[src/rtl/reg_scanner_pkg.sv]
// reg_scanner shared types and constants.
// State encoding and register-file geometry.
package reg_scanner_pkg;

   localparam int REG_COUNT = 32;
   localparam int ADDR_W    = 5;
   localparam int DATA_W    = 32;

   localparam logic [ADDR_W-1:0] LAST_IDX = ADDR_W'(REG_COUNT - 1);

   typedef enum logic [1:0] {
      IDLE    = 2'd0,
      READ    = 2'd1,
      PRESENT = 2'd2,
      FINISH  = 2'd3
   } state_e;

endpackage

[src/rtl/reg_scanner.sv]
// reg_scanner: sweeps all 32 registers through one read port,
// presents each word on a valid/ready port and XORs the sweep.
module reg_scanner
   import reg_scanner_pkg::*;
(
   input  logic              clk,
   input  logic              rst,
   input  logic              start,
   input  logic              mode,
   input  logic              abort,
   output logic [ADDR_W-1:0] rd_addr,
   input  logic [DATA_W-1:0] rd_data,
   output logic              out_valid,
   input  logic              out_ready,
   output logic [ADDR_W-1:0] out_addr,
   output logic [DATA_W-1:0] out_data,
   output logic              busy,
   output logic              done,
   output logic [DATA_W-1:0] sweep_xor
);

   state_e              state_q, state_d;
   logic [ADDR_W-1:0]   idx_q, idx_d;
   logic                mode_q, mode_d;
   logic [DATA_W-1:0]   acc_q, acc_d;
   logic [ADDR_W-1:0]   rd_addr_q, rd_addr_d;
   logic                out_valid_q, out_valid_d;
   logic [ADDR_W-1:0]   out_addr_q, out_addr_d;
   logic [DATA_W-1:0]   out_data_q, out_data_d;
   logic                done_q, done_d;
   logic [DATA_W-1:0]   sweep_xor_q, sweep_xor_d;

   // Next-state and next-output computation; abort overrides everything.
   always_comb begin
      state_d     = state_q;
      idx_d       = idx_q;
      mode_d      = mode_q;
      acc_d       = acc_q;
      rd_addr_d   = rd_addr_q;
      out_valid_d = out_valid_q;
      out_addr_d  = out_addr_q;
      out_data_d  = out_data_q;
      done_d      = 1'b0;
      sweep_xor_d = sweep_xor_q;

      unique case (state_q)
         IDLE: begin
            if (start) begin
               state_d   = READ;
               idx_d     = '0;
               mode_d    = mode;
               acc_d     = '0;
               rd_addr_d = '0;
            end
         end
         READ: begin
            out_data_d  = rd_data;
            out_addr_d  = idx_q;
            acc_d       = acc_q ^ rd_data;
            out_valid_d = 1'b1;
            state_d     = PRESENT;
         end
         PRESENT: begin
            if (out_ready) begin
               out_valid_d = 1'b0;
               if (idx_q != LAST_IDX) begin
                  idx_d     = idx_q + 1'b1;
                  rd_addr_d = idx_q + 1'b1;
                  state_d   = READ;
               end else begin
                  state_d     = FINISH;
                  done_d      = 1'b1;
                  sweep_xor_d = acc_q;
               end
            end
         end
         FINISH: begin
            if (mode_q) begin
               state_d   = READ;
               idx_d     = '0;
               rd_addr_d = '0;
               acc_d     = '0;
            end else begin
               state_d = IDLE;
            end
         end
         default: state_d = IDLE;
      endcase

      if (abort && (state_q != IDLE)) begin
         state_d     = IDLE;
         idx_d       = idx_q;
         acc_d       = acc_q;
         rd_addr_d   = rd_addr_q;
         out_valid_d = 1'b0;
         out_addr_d  = out_addr_q;
         out_data_d  = out_data_q;
         done_d      = 1'b0;
         sweep_xor_d = sweep_xor_q;
      end
   end

   // State and registered outputs, cleared asynchronously by rst.
   always_ff @(posedge clk or posedge rst) begin
      if (rst) begin
         state_q     <= IDLE;
         idx_q       <= '0;
         mode_q      <= 1'b0;
         acc_q       <= '0;
         rd_addr_q   <= '0;
         out_valid_q <= 1'b0;
         out_addr_q  <= '0;
         out_data_q  <= '0;
         done_q      <= 1'b0;
         sweep_xor_q <= '0;
      end else begin
         state_q     <= state_d;
         idx_q       <= idx_d;
         mode_q      <= mode_d;
         acc_q       <= acc_d;
         rd_addr_q   <= rd_addr_d;
         out_valid_q <= out_valid_d;
         out_addr_q  <= out_addr_d;
         out_data_q  <= out_data_d;
         done_q      <= done_d;
         sweep_xor_q <= sweep_xor_d;
      end
   end

   assign rd_addr   = rd_addr_q;
   assign out_valid = out_valid_q;
   assign out_addr  = out_addr_q;
   assign out_data  = out_data_q;
   assign busy      = (state_q != IDLE);
   assign done      = done_q;
   assign sweep_xor = sweep_xor_q;

endmodule

[config.mk]
export PLATFORM = sky130hd
export DESIGN_NAME = reg_scanner
export DESIGN_NICKNAME = d
export VERILOG_FILES = /design/src/rtl/reg_scanner_pkg.sv /design/src/rtl/reg_scanner.sv
export SDC_FILE = /design/constraint.sdc
export NUM_CORES = 1
export LEC_CHECK = 0
export ABC_AREA = 1
export CORE_MARGIN = 2
export CORE_UTILIZATION = 54
export CTS_CLUSTER_SIZE = 16
export DETAILED_ROUTE_END_ITERATION = 8
export GPL_ROUTABILITY_DRIVEN = 0
export HOLD_SLACK_MARGIN = 0.15
export PLACE_DENSITY = 0.85
export SLEW_MARGIN = 20
export SYNTH_ARGS = -nofsm -noshare
export SYNTH_HDL_FRONTEND = slang
export SYNTH_SLANG_ARGS = --single-unit
[constraint.sdc]
create_clock -name clk -period 10.6 [get_ports clk]
set_clock_uncertainty 0.2 [all_clocks]
set_input_delay 2.12 -clock clk [delete_from_list [all_inputs] [get_ports clk]]
set_output_delay 2.12 -clock clk [all_outputs]
set_load 0.1 [all_outputs]
==> load_flow_metrics.sql <==
INSERT INTO impl_metrics (metric_group, metric, value, unit) VALUES
('worst_setup_path', 'worst-endpoint-required', '8.28', 'ns'),
('clock_tree', 'cts_htree_levels', '3', ''),
('place', 'place.port_buffers', '114', ''),
('worst_hold_path', 'min_path_type', 'reg2reg', ''),
('routing', 'drt-total-wl', '10500', 'µm'),
('finish', 'finalNetCount', '694', ''),
('clock_tree', 'cts_buffers', '9', ''),
('yosys', 'synth_seq_area_share', '0.564', ''),
('clock_tree', 'clock_pin_slew_reported_for_the_worst_setup_and_hold_paths_after_clock_tree_synthesis', '0.10', 'ns'),
('global_route', 'grt_start_max_net_pins', '66', ''),
('timing', 'worst_slew_pin_slew', '1.02', 'ns'),
('worst_setup_path', 'timing.critical_path.to', 'busy', ''),
('worst_setup_path', 'worstSetupStartpointType', 'flop', ''),
('finish', 'layout_overhead_on_the_synthesized_area', '27.2', '%'),
('global_route', 'globalRoute.totalOverflow', '0', ''),
('power', 'p_leak', '2.87', 'nW'),
('worst_setup_path', 'cp_num_cells', '3', ''),
('timing', 'worst_slew_margin_rel', '0.320', ''),
('worst_setup_path', 'r2r.worst_path.cells', '8', ''),
('yosys', 'mappedNetlistNets', '590', ''),
('power', 'combinationalPowerShare', '0.530', ''),
('routing', 'drt_iter0_drc', '240', ''),
('timing', 'rsz0062_at_grt', 'false', ''),
('worst_setup_path', 'worstSetupStartpoint', 'state_q[0]$_DFFE_PP0P_', ''),
('global_route', 'grt_pass1_wl', '17900', 'µm'),
('power', 'pwr-share-clk', '0.123', ''),
('place', 'dpl.hpwl', '7330', 'µm'),
('worst_setup_path', 'worstPathBufferInverterCount', '2', ''),
('worst_setup_path', 'critPathCaptureType', 'output pin', ''),
('worst_setup_path', 'r2r-end', 'sweep_xor[12]$_DFFE_PP0P_', ''),
('yosys', 'syn-mean-instance-area', '8.96', 'µm²'),
('yosys', 'post-synth-top-area-cell', 'dfrtp_1', ''),
('run', 'timing.max_cap.violations', '0', ''),
('global_route', 'gr-max-usage-layer', 'met2', ''),
('yosys', 'ys_top_cells_by_area', 'dfrtp_1, nand2_1, o21ai_0', ''),
('clock_tree', 'tritoncts', 'done', ''),
('yosys', 'yosysWarningCount', '0', ''),
('routing', 'total_number_of_vias', '3846', ''),
('power', 'ir_worst_vdd', '256', 'µV'),
('die', 'die_height', '99.5', 'µm'),
('clock_tree', 'clock_insertion_delay_worst_skew', '0.35', 'ns'),
('timing', 'maxClockFrequency', '0.220', 'GHz'),
('worst_setup_path', 'ff_to_ff_setup_slack', '8.30', 'ns'),
('power', 'total_power', '0.00185', 'W'),
('clock_tree', 'clockRootBuffer', 'clkbuf_8', ''),
('global_route', 'use_met3', '0.0457', ''),
('yosys', 'post_synth_instance_area', '0.00493', 'mm²'),
('timing', 'share_of_the_clock_period_used_by_the_worst_path', '0.429', ''),
('die', 'rows', '34', ''),
('routing', 'post-route-drc-count', '0', ''),
('power', 'cellInternalPower', '0.000884', 'W'),
('timing', 'finalWorstPathRequiredPeriod', '4.55', 'ns'),
('global_route', 'grt_use_total', '0.223', ''),
('power', 'fraction_of_power_spent_switching_nets', '0.524', ''),
('die', 'initial_utilization', '0.560', ''),
('die', 'dieArea', '0.00990', 'mm²'),
('worst_setup_path', 'path_delay_family', 'buffers and inverters', ''),
('die', 'die_x', '99.5', 'µm'),
('timing', 'final_critical_path_setup_slack', '6.05', 'ns'),
('timing', 'timing.final.max_slew_violations', '0', ''),
('global_route', 'grt.met2_usage', '0.372', ''),
('clock_tree', 'cts.repair_timing.setup_buffer_count', '0', ''),
('clock_tree', 'cts_buffer_depth', '2', ''),
('timing', 'setup_total_negative_slack', '0', 'ns'),
('worst_setup_path', 'r2r-start', 'rd_addr[0]$_DFFE_PP0P_', ''),
('routing', 'routed_via_density', '5.01', ''),
('outcome', 'outcome', 'finished clean', ''),
('power', 'net-switching-power', '0.000971', 'W'),
('finish', 'ratio_of_cells_with_drive_above_1_in_the_final_layout', '0.0759', ''),
('routing', 'detailedRoute.firstPassIterationCount', '4', ''),
('finish', 'diode_insertion_count_for_antenna_repair', '0', '');
==> cells by family after synthesis <==
logic type	after synthesis	synth area share
XOR/XNOR	32	0.0569
adder cells (fa/ha/maj)	2	0.00508
flip-flops	111	0.564
AO/OA/AOI/OAI	105	0.124
buffers and inverters	106	0.0957
AND/OR/NAND/NOR	194	0.154
==> power by group through the flow <==
stage / combinational [W] / sequential [W] / clock (W)
3_3_place_gp: 0.000963 / 0.000642 / 0
5_1_grt: 0.00106 / 0.000659 / 0.000250
4_1_cts: 0.000991 / 0.000643 / 0.000234
3_5_place_dp: 0.000989 / 0.000650 / 0
2_1_floorplan: 0.000340 / 0.00107 / 0
6_report: 0.000983 / 0.000643 / 0.000228
==> cells in the final DEF (no fill, tap or decap), types with 4 or more instances in the layout <==
cell	Yosys	layout
clkinvlp_4	0	4
clkdlybuf4s50_1	0	114
nand2_1	140	140
xnor2_1	32	32
o21ai_1	9	9
clkbuf_8	0	9
inv_1	78	77
nand3_1	6	5
o21ai_2	23	23
dfrtp_1	111	111
nor2_1	43	43
o21ai_0	72	72
==> worst min-delay path by stage <==
stage | start | to | slack [ns] | cells after the start
2_1_floorplan | mode_q$_DFFE_PP0P_ | mode_q$_DFFE_PP0P_ | 0.30 | 2
3_3_place_gp | out_valid$_DFFE_PP0P_ | out_valid$_DFFE_PP0P_ | 0.26 | 2
3_5_place_dp | out_valid$_DFFE_PP0P_ | out_valid$_DFFE_PP0P_ | 0.26 | 2
4_1_cts | out_valid$_DFFE_PP0P_ | out_valid$_DFFE_PP0P_ | 0.29 | 2
5_1_grt | sweep_xor[15]$_DFFE_PP0P_ | sweep_xor[15]$_DFFE_PP0P_ | 0.32 | 2
6_report | out_valid$_DFFE_PP0P_ | out_valid$_DFFE_PP0P_ | 0.28 | 2
==> tightest hold or removal path, delay by kind of cell, from the launching register on <==
family        cells  cell delay, ns
flops             1            0.35
simple gates      2            0.10
==> synth_stat cells, drive strengths merged <==
cell type  instances
a21oi              1
buf               20
clkbuf             5
dfrtp            111
ha                 2
inv               81
nand2            141
nand3              6
nand4              2
nor2              44
nor3b              1
o21ai            104
xnor2             32
==> state kept, by name, indices dropped and copies added, names as in the netlist <==
name,flops
state_q,2
mode_q,1
out_data,32
out_addr,5
done,1
rd_addr,5
acc_q,32
sweep_xor,32
out_valid,1
==> per-stage QoR <==
stage          hold slack (ns)  std cells  cell area, µm²
2_1_floorplan            0.301        550            4930
3_3_place_gp             0.258        750            6070
3_5_place_dp             0.261        750            6070
4_1_cts                  0.285        766            6250
5_1_grt                  0.316        767            6270
6_report                 0.281        767            6270
==> area by class of cell <==
cell class | instances | area (µm²)
Tap cell | 108 | 135
Inverter | 81 | 307
Clock buffer | 10 | 128
Sequential cell | 111 | 2780
Fill cell | 629 | 2540
Multi-Input combinational cell | 333 | 1690
Clock inverter | 6 | 47.5
Timing Repair Buffer | 118 | 1180
==> routing by layer <==
metal | vias to the layer above | part of all wire
li1 | 1889 | -
met5 | - | 0
met4 | 0 | 0.013
met2 | 116 | 0.50
met3 | 14 | 0.057
met1 | 1827 | 0.43
(Power assumes the default switching activity.)
